--- src/rtl/fifo_arb_pkg.sv ---
`default_nettype none
// ============================================================================
// Module   : fifo_arb_pkg
// Purpose  : Shared types and helpers for the FIFO push arbiter and any other
//            round-robin arbiter in the UART buffer path.
// Contents : arb_state_t  - two-state arbiter FSM encoding
//            id_w()       - index width for an N-way requester vector
//            rr_pick()    - rotate-from-pointer, find-first-set search
// Revision : 1.0 - initial release
// ============================================================================
package fifo_arb_pkg;

  // Widest requester vector rr_pick() can search; callers zero-extend.
  localparam int MAX_REQ = 8;

  typedef enum logic [0:0] {
    ARB_IDLE  = 1'b0,
    ARB_GRANT = 1'b1
  } arb_state_t;

  // Index width for an N-way arbiter. Intended usage in any arbiter:
  //   localparam int ID_W = id_w(N_REQ);
  // Never returns 0, so a degenerate single-requester build still has a
  // legal one-bit index port.
  function automatic int id_w(input int n);
    return (n > 1) ? $clog2(n) : 1;
  endfunction

  // Scan req[ptr], req[ptr+1], ... wrapping modulo n; return found flag and
  // the first set index through idx (0 when nothing is set).
  function automatic logic rr_pick(input logic [MAX_REQ-1:0] req,
                                   input int                 ptr,
                                   input int                 n,
                                   output int                idx);
    logic found;
    int   j;
    found = 1'b0;
    idx   = 0;
    for (int k = 0; k < MAX_REQ; k++) begin
      if (k < n && !found) begin
        j = ptr + k;
        if (j >= n) j = j - n;
        if (req[j]) begin
          found = 1'b1;
          idx   = j;
        end
      end
    end
    return found;
  endfunction

endpackage
`default_nettype wire

--- src/rtl/fifo_push_arbiter_rr_priority_select.sv ---
`default_nettype none
// ============================================================================
// Module   : rr_priority_select
// Purpose  : Combinational round-robin selector: first set request at or
//            after the pointer, wrapping modulo N_REQ.
// Ports    : i_req   [N_REQ-1:0] request vector
//            i_ptr   [ID_W-1:0]  highest-priority index this cycle
//            o_idx   [ID_W-1:0]  selected index (0 when none)
//            o_found             at least one request is set
// Revision : 1.0 - initial release
// ============================================================================
module rr_priority_select
  import fifo_arb_pkg::*;
#(
  parameter int N_REQ = 4
) (
  input  logic [N_REQ-1:0]         i_req,
  input  logic [id_w(N_REQ)-1:0]   i_ptr,
  output logic [id_w(N_REQ)-1:0]   o_idx,
  output logic                     o_found
);

  localparam int ID_W = id_w(N_REQ);

  logic [MAX_REQ-1:0] w_req_ext;
  int                 w_idx;
  logic               w_found;

  always_comb begin
    w_req_ext              = '0;
    w_req_ext[N_REQ-1:0]   = i_req;
    w_idx                  = 0;
    w_found                = rr_pick(w_req_ext, int'(i_ptr), N_REQ, w_idx);
  end

  assign o_idx   = ID_W'(w_idx);
  assign o_found = w_found;

endmodule
`default_nettype wire

--- src/rtl/fifo_push_arbiter.sv ---
`default_nettype none
// ============================================================================
// Module   : fifo_push_arbiter
// Purpose  : Round-robin sharing of the UART FIFO push port between N_REQ
//            valid/ready burst producers. One grant at a time, bursts capped
//            at MAX_BURST beats, never pushes while the FIFO is full.
// Ports    : i_clock, i_reset        clock, synchronous active-high reset
//            i_req_valid/last/data   per-requester beat (data i at [i*W+:W])
//            o_req_ready             per-requester accept
//            i_fifo_full             FIFO full flag
//            o_fifo_push/o_fifo_data FIFO push strobe and data
//            o_grant_valid/o_grant_id current grant holder
// Revision : 1.0 - initial release
// ============================================================================
module fifo_push_arbiter
  import fifo_arb_pkg::*;
#(
  parameter int N_REQ     = 4,
  parameter int WIDTH     = 8,
  parameter int MAX_BURST = 4
) (
  input  logic                     i_clock,
  input  logic                     i_reset,
  input  logic [N_REQ-1:0]         i_req_valid,
  input  logic [N_REQ-1:0]         i_req_last,
  input  logic [N_REQ*WIDTH-1:0]   i_req_data,
  output logic [N_REQ-1:0]         o_req_ready,
  input  logic                     i_fifo_full,
  output logic                     o_fifo_push,
  output logic [WIDTH-1:0]         o_fifo_data,
  output logic                     o_grant_valid,
  output logic [id_w(N_REQ)-1:0]   o_grant_id
);

  localparam int                ID_W     = id_w(N_REQ);
  localparam int                BEAT_W   = 4;  // holds 0..MAX_BURST-1 for MAX_BURST <= 16
  localparam logic [ID_W-1:0]   C_LAST_ID = ID_W'(N_REQ - 1);
  localparam logic [BEAT_W-1:0] C_MAX_BEAT = BEAT_W'(MAX_BURST - 1);

  arb_state_t        r_state;
  logic [ID_W-1:0]   r_ptr;
  logic [ID_W-1:0]   r_grant_id;
  logic [BEAT_W-1:0] r_beat_cnt;

  logic [ID_W-1:0]   w_sel_idx;
  logic              w_sel_found;
  logic              w_granted;
  logic              w_g_valid;
  logic              w_g_last;
  logic [WIDTH-1:0]  w_g_data;
  logic              w_push;
  logic              w_release;
  logic [ID_W-1:0]   w_next_ptr;

  rr_priority_select #(
    .N_REQ (N_REQ)
  ) u_sel (
    .i_req   (i_req_valid),
    .i_ptr   (r_ptr),
    .o_idx   (w_sel_idx),
    .o_found (w_sel_found)
  );

  assign w_granted = (r_state == ARB_GRANT);
  assign w_g_valid = i_req_valid[r_grant_id];
  assign w_g_last  = i_req_last[r_grant_id];
  assign w_g_data  = i_req_data[r_grant_id*WIDTH +: WIDTH];

  // Direct path from requester to FIFO: the full flag gates the push in the
  // same cycle, so no beat can ever be written into a full FIFO.
  assign w_push = w_granted & w_g_valid & ~i_fifo_full;

  // Release on a dropped valid (no transfer) or on the burst's final beat.
  assign w_release = w_granted &
                     (~w_g_valid | (w_push & (w_g_last | (r_beat_cnt == C_MAX_BEAT))));

  assign w_next_ptr = (r_grant_id == C_LAST_ID) ? '0 : r_grant_id + 1'b1;

  always_comb begin
    o_req_ready = '0;
    if (w_granted) o_req_ready[r_grant_id] = ~i_fifo_full;
  end

  assign o_fifo_push   = w_push;
  assign o_fifo_data   = w_push ? w_g_data : '0;
  assign o_grant_valid = w_granted;
  assign o_grant_id    = r_grant_id;

  always_ff @(posedge i_clock) begin
    if (i_reset) begin
      r_state    <= ARB_IDLE;
      r_ptr      <= '0;
      r_grant_id <= '0;
      r_beat_cnt <= '0;
    end else begin
      case (r_state)
        ARB_IDLE: begin
          if (w_sel_found) begin
            r_grant_id <= w_sel_idx;
            r_beat_cnt <= '0;
            r_state    <= ARB_GRANT;
          end
        end
        ARB_GRANT: begin
          if (w_release) begin
            // ptr moves only here, giving strict rotation among busy producers
            r_ptr      <= w_next_ptr;
            r_grant_id <= '0;
            r_beat_cnt <= '0;
            r_state    <= ARB_IDLE;
          end else if (w_push) begin
            r_beat_cnt <= r_beat_cnt + 4'd1;
          end
        end
        default: r_state <= ARB_IDLE;
      endcase
    end
  end

endmodule
`default_nettype wire

--- config.mk ---
export PLATFORM = sky130hd
export DESIGN_NAME = fifo_push_arbiter
export DESIGN_NICKNAME = d
export VERILOG_FILES = /design/src/rtl/fifo_arb_pkg.sv /design/src/rtl/fifo_push_arbiter_rr_priority_select.sv /design/src/rtl/fifo_push_arbiter.sv
export SDC_FILE = /design/constraint.sdc
export NUM_CORES = 1
export LEC_CHECK = 0
export ABC_CLOCK_PERIOD_IN_PS = 3200
export CAP_MARGIN = 20
export CORE_MARGIN = 5
export CORE_UTILIZATION = 30
export CTS_BUF_LIST = sky130_fd_sc_hd__clkbuf_8
export DETAILED_ROUTE_END_ITERATION = 16
export PLACE_DENSITY_LB_ADDON = 0.12
export SLEW_MARGIN = 20
export SYNTH_ARGS = -nofsm -noshare
export SYNTH_HDL_FRONTEND = slang
export SYNTH_SLANG_ARGS = --single-unit
export TNS_END_PERCENT = 50
--- constraint.sdc ---
create_clock -name i_clock -period 3.2 [get_ports i_clock]
set_input_delay 0.32 -clock i_clock [delete_from_list [all_inputs] [get_ports i_clock]]
set_output_delay 0.32 -clock i_clock [all_outputs]
set_load 0.01 [all_outputs]
* Word-level counts from Yosys, hierarchy flattened
Cells that the tools add are included.
** Operators by class
- Equality and inequality tests :: 5
- Shift-type cells :: 1
- $add $sub $neg :: 9
- Mux-type cells :: 52
- Reduce and logical (&&, ||, !) cells :: 4
- $lt $le $gt $ge :: 10
- Bitwise gates (word level) :: 10
** Operator list (count)
- $mux W32 :: 7
- $lt A32 B5 Y1 const B :: 4
- $ge A32 B4 Y1 const B :: 3
- $sub A32 B4 Y32 const B :: 3
- $shiftx A32 B6 Y8 :: 1
- $mux W1 :: 20
- $mux W2 :: 10
- $mux W4 :: 4
- $bmux W1 S3 :: 4
- $mux W8 :: 1
- $pmux W4 S2 :: 1
- $add A2 B2 Y3 const B :: 2
- $reduce_and A2 Y1 :: 3
- $add A4 B1 Y4 const B :: 1
- $and A1 B1 Y1 :: 4
- $and A4 B4 Y4 :: 1
- $bmux W1 S2 :: 2
- $eq A4 B2 Y1 const B :: 1
- $ne A2 B1 Y1 const B :: 2
- $pmux W2 S2 :: 1
- $sub A2 B3 Y4 const B :: 1
- $add A2 B1 Y3 const B :: 1
- $ge A2 B3 Y1 const B :: 1
- $lt A2 B3 Y1 const B :: 1
- 9 further kinds :: 12
** Word-level totals
- Bits of input ports :: 43
- Word-level logic and storage cells :: 95
- Register bits after elaboration :: 9
- Output and inout port bits :: 16

* Depth between registers and ports, before layout
- Depth in word-level cells :: 26
- Gate-level depth with buffers :: 7
- Depth with buffers taken out :: 6

* Hierarchy
Synthesis repeated with hierarchy kept, for this count alone.
** Second synthesis, totals
- Cells, all modules :: 98
- Area, all modules :: 914.6 um^2
** Modules (own cells, without submodules)
- fifo_push_arbiter :: times used 1, area each 837.1 um^2, cells each 85
- rr_priority_select :: times used 1, area each 77.6 um^2, cells each 13

* Worst setup path after synthesis
No wires, ideal clock.
- Kind :: reg-to-output
- Start :: register r_grant_id[0], in the netlist o_grant_id[0]
- End :: output o_fifo_data[0]
- Path buffers :: 1
- Data required time :: 2.880 ns
- Data arrival time :: 1.518 ns
- Path slack :: 1.362 ns
- Stages on the path, launching flop included :: 4
- Cell sequence :: dfxtp_1 -> buf_2 -> mux4_2 -> and3_1
** On the way
- Cells in the longest elaborated chain, start to end :: 5
** Ends and longest elaborated chain
- from (decl) :: RTL line fifo_push_arbiter.sv:42 : logic [ID_W-1:0] r_grant_id;
- from (signal assigned) :: RTL line fifo_push_arbiter.sv:99 : r_grant_id <= w_sel_idx;
- parallel branches: the longest is 4 deep, another holds $shiftx A32 B6 Y8
- $mux W8 * :: RTL line fifo_push_arbiter.sv:85 : assign o_fifo_data = w_push ? w_g_data : '0;
- to (decl) :: RTL line fifo_push_arbiter.sv:30 : output logic [WIDTH-1:0] o_fifo_data,
Every way passes the cells marked *. The select of a mux whose other input is x is not followed.

* Final worst setup path
- Start :: register r_grant_id[0], in the netlist o_grant_id[0]
- End :: output o_fifo_data[7]
Same word-level chain as after synthesis.

==> flow_metrics.env <==
export IMPL_fin_nets=200
export IMPL_numCtsBuffers=3
export IMPL_highest_layer="met4"
export IMPL_vias_per_cell=5.20
export IMPL_synthArstFlopShare=0
export IMPL_gp_congestion=0.902
export IMPL_worstPathRequired_ps=2880
export IMPL_dieArea_mm2=0.00419
export IMPL_wl_met3_um=166
export IMPL_criticalPathCategory="reg2out"
export IMPL_place_hpwl_um=2320
export IMPL_yosys_most_used_dff="dfxtp_1"
export IMPL_synth_edf_count=0
export IMPL_routed_wl_um=2820
export IMPL_ant_nets=0
export IMPL_holdBufCountCts=0
export IMPL_fin_skew_ps=5.40
export IMPL_drc_errors=0
export IMPL_setup_ws_ps=544
export IMPL_worstSetupStartpointType="flip-flop"
export IMPL_met2_wirelength_um=1480
export IMPL_crit_fanout=11
export IMPL_tightestPinTransition_ps=664
export IMPL_peakVddDrop_mv=0.252
export IMPL_htreeDepth=1
export IMPL_wl_per_cell_um=15.5
export IMPL_io_pins=59
export IMPL_syn_inst=92
export IMPL_yosys_warnings=0
export IMPL_yosysSeqAreaShare=0.200
export IMPL_overflow=0
export IMPL_min_period_over_period=0.830
export IMPL_most_common_layout_cells="clkdlybuf4s50_1 (58), mux4_2 (10), dfxtp_1 (9), inv_1 (8), and3_1 (8)"
export IMPL_slew_headroom=0.556
export IMPL_track_usage=0.143
export IMPL_synth_fp_nets=140
export IMPL_fp_row_count=19
export IMPL_cts_tree="done"
export IMPL_setup_tns_ps=0
export IMPL_min_period_ps=2660
export IMPL_crit_path_end_kind="output pin"
export IMPL_cts_resized=0
export IMPL_dp_slack_ps=685
export IMPL_met1_length_um=1130
export IMPL_cts_reportedPaths_clkPinSlew_ps=50
export IMPL_die_height_um=64.8
export IMPL_drv_slew=0
export IMPL_ff2ff_setup_slack_ps=990
export IMPL_drt_iter0_markers=18
export IMPL_clock_latency_ps=240
export IMPL_yosysUniqueCellTypes=36
export IMPL_drtPass1Iterations=4
export IMPL_status="finished clean"
export IMPL_setup_viol=0
export IMPL_crit_arrival_ps=2340
export IMPL_netlist_area_um2=900
export IMPL_cap_violations=0
export IMPL_min_delay_path_depth=2
export IMPL_syn_avg_cell_area_um2=9.78
export IMPL_ys_ff_latch=9
export IMPL_cts_sinks=9
export IMPL_fmax_mhz=376
export IMPL_rsz0062_at_grt="false"
export IMPL_start_util=0.321
export IMPL_core_area_mm2=0.00281
export IMPL_die_w_um=64.8
export IMPL_final_common_cell="clkdlybuf4s50_1"
export IMPL_grt_pass1_wl_um=4620
export IMPL_hold_class="reg2reg"
export IMPL_drive_gt1_frac=0.139
export IMPL_num_antenna_cells=0
export IMPL_reg2regPathDepth=5
export IMPL_p_per_area_mw_per_mm2=283
export IMPL_area_growth_pct=71.9
export IMPL_num_vias=947
export IMPL_post_cts_buffers=0
export IMPL_antenna_found_initial=0
export IMPL_grt_pass1_vias=954
export IMPL_hold_viol_final=0
export IMPL_grt_max_degree=15
export IMPL_clockBufferDepth=2
export IMPL_p_leak_nw=0.610
export IMPL_cts_root_buf="clkbuf_8"
export IMPL_io_buffers=58
[kinds of logic (layout without fill, tap and decap cells)]
logic type      after synthesis  after routing  synth area share
fa+ha+maj                     5              5            0.0695
mux                          12             12             0.273
compound gates               20             20             0.174
buf+inv                      12             71            0.0612
xor+xnor                      3              3            0.0292
simple gates                 31             31             0.193
flops                         9              9             0.200
[metal layers]
metal | track usage | vias up
met5 | 0 | -
met4 | 0.0501 | 0
met3 | 0.0432 | 4
met2 | 0.250 | 30
met1 | 0.164 | 448
li1 | - | 465
[stage by stage]
step | utilization | total power, mW | area [um^2] | hold WS (ps) | cells
after floorplan | - | 0.221 | 900 | 389 | 92
after CTS | 0.551 | 0.446 | 1550 | 538 | 182
after global routing | 0.551 | 0.468 | 1550 | 561 | 182
final | 0.551 | 0.438 | 1550 | 536 | 182
after global placement | 0.535 | 0.306 | 1500 | 511 | 178
after detailed placement | 0.535 | 0.311 | 1500 | 524 | 178
[Yosys cell counts, types with 2 or more instances]
master	number	area, um^2
and3_1	8	50.1
xor2_1	2	17.5
o22ai_1	2	12.5
nor2_1	6	22.5
mux4_2	10	225
ha_1	5	62.6
and2_1	6	37.5
buf_2	2	10.0
dfxtp_1	9	180
mux2i_1	2	20.0
o21ai_1	2	10.0
a21oi_1	5	25.0
inv_1	7	26.3
nand2_1	4	15.0
[flip-flops by register name, summed over array words and instances (netlist names)]
name	flops
o_grant_id	2
o_grant_valid	1
r_beat_cnt	4
r_ptr	2
[final timing paths]
path / end / start
setup reg to reg: r_ptr[0] / o_grant_id[0]
hold reg to reg: r_beat_cnt[3] / r_beat_cnt[3]
setup / recovery: o_fifo_data[7] / o_grant_id[0]
hold / removal: r_beat_cnt[3] / r_beat_cnt[3]
[critical path: stages (launching register included)]
cell	delay, ps
dfxtp_1	660
buf_4	270
mux4_2	500
and3_1	190
clkdlybuf4s50_1	470
[area by class of cell]
class	instances	area [um^2]
repair buffers	59	588
well taps	31	38.8
clock inverters	1	3.75
flip-flops and latches	9	180
fillers	272	1260
multi-input cells	71	664
inverters	8	30.0
clock buffers	3	41.3
[power by group]
group | total [mW] | leakage (nW) | internal (mW) | switching, mW
sequential | 0.135 | 0.0734 | 0.119 | 0.0161
combinational | 0.172 | 0.509 | 0.111 | 0.0611
clock | 0.131 | 0.0269 | 0.0837 | 0.0469
total | 0.438 | 0.610 | 0.313 | 0.124
Power figures use the tool's default switching activity.
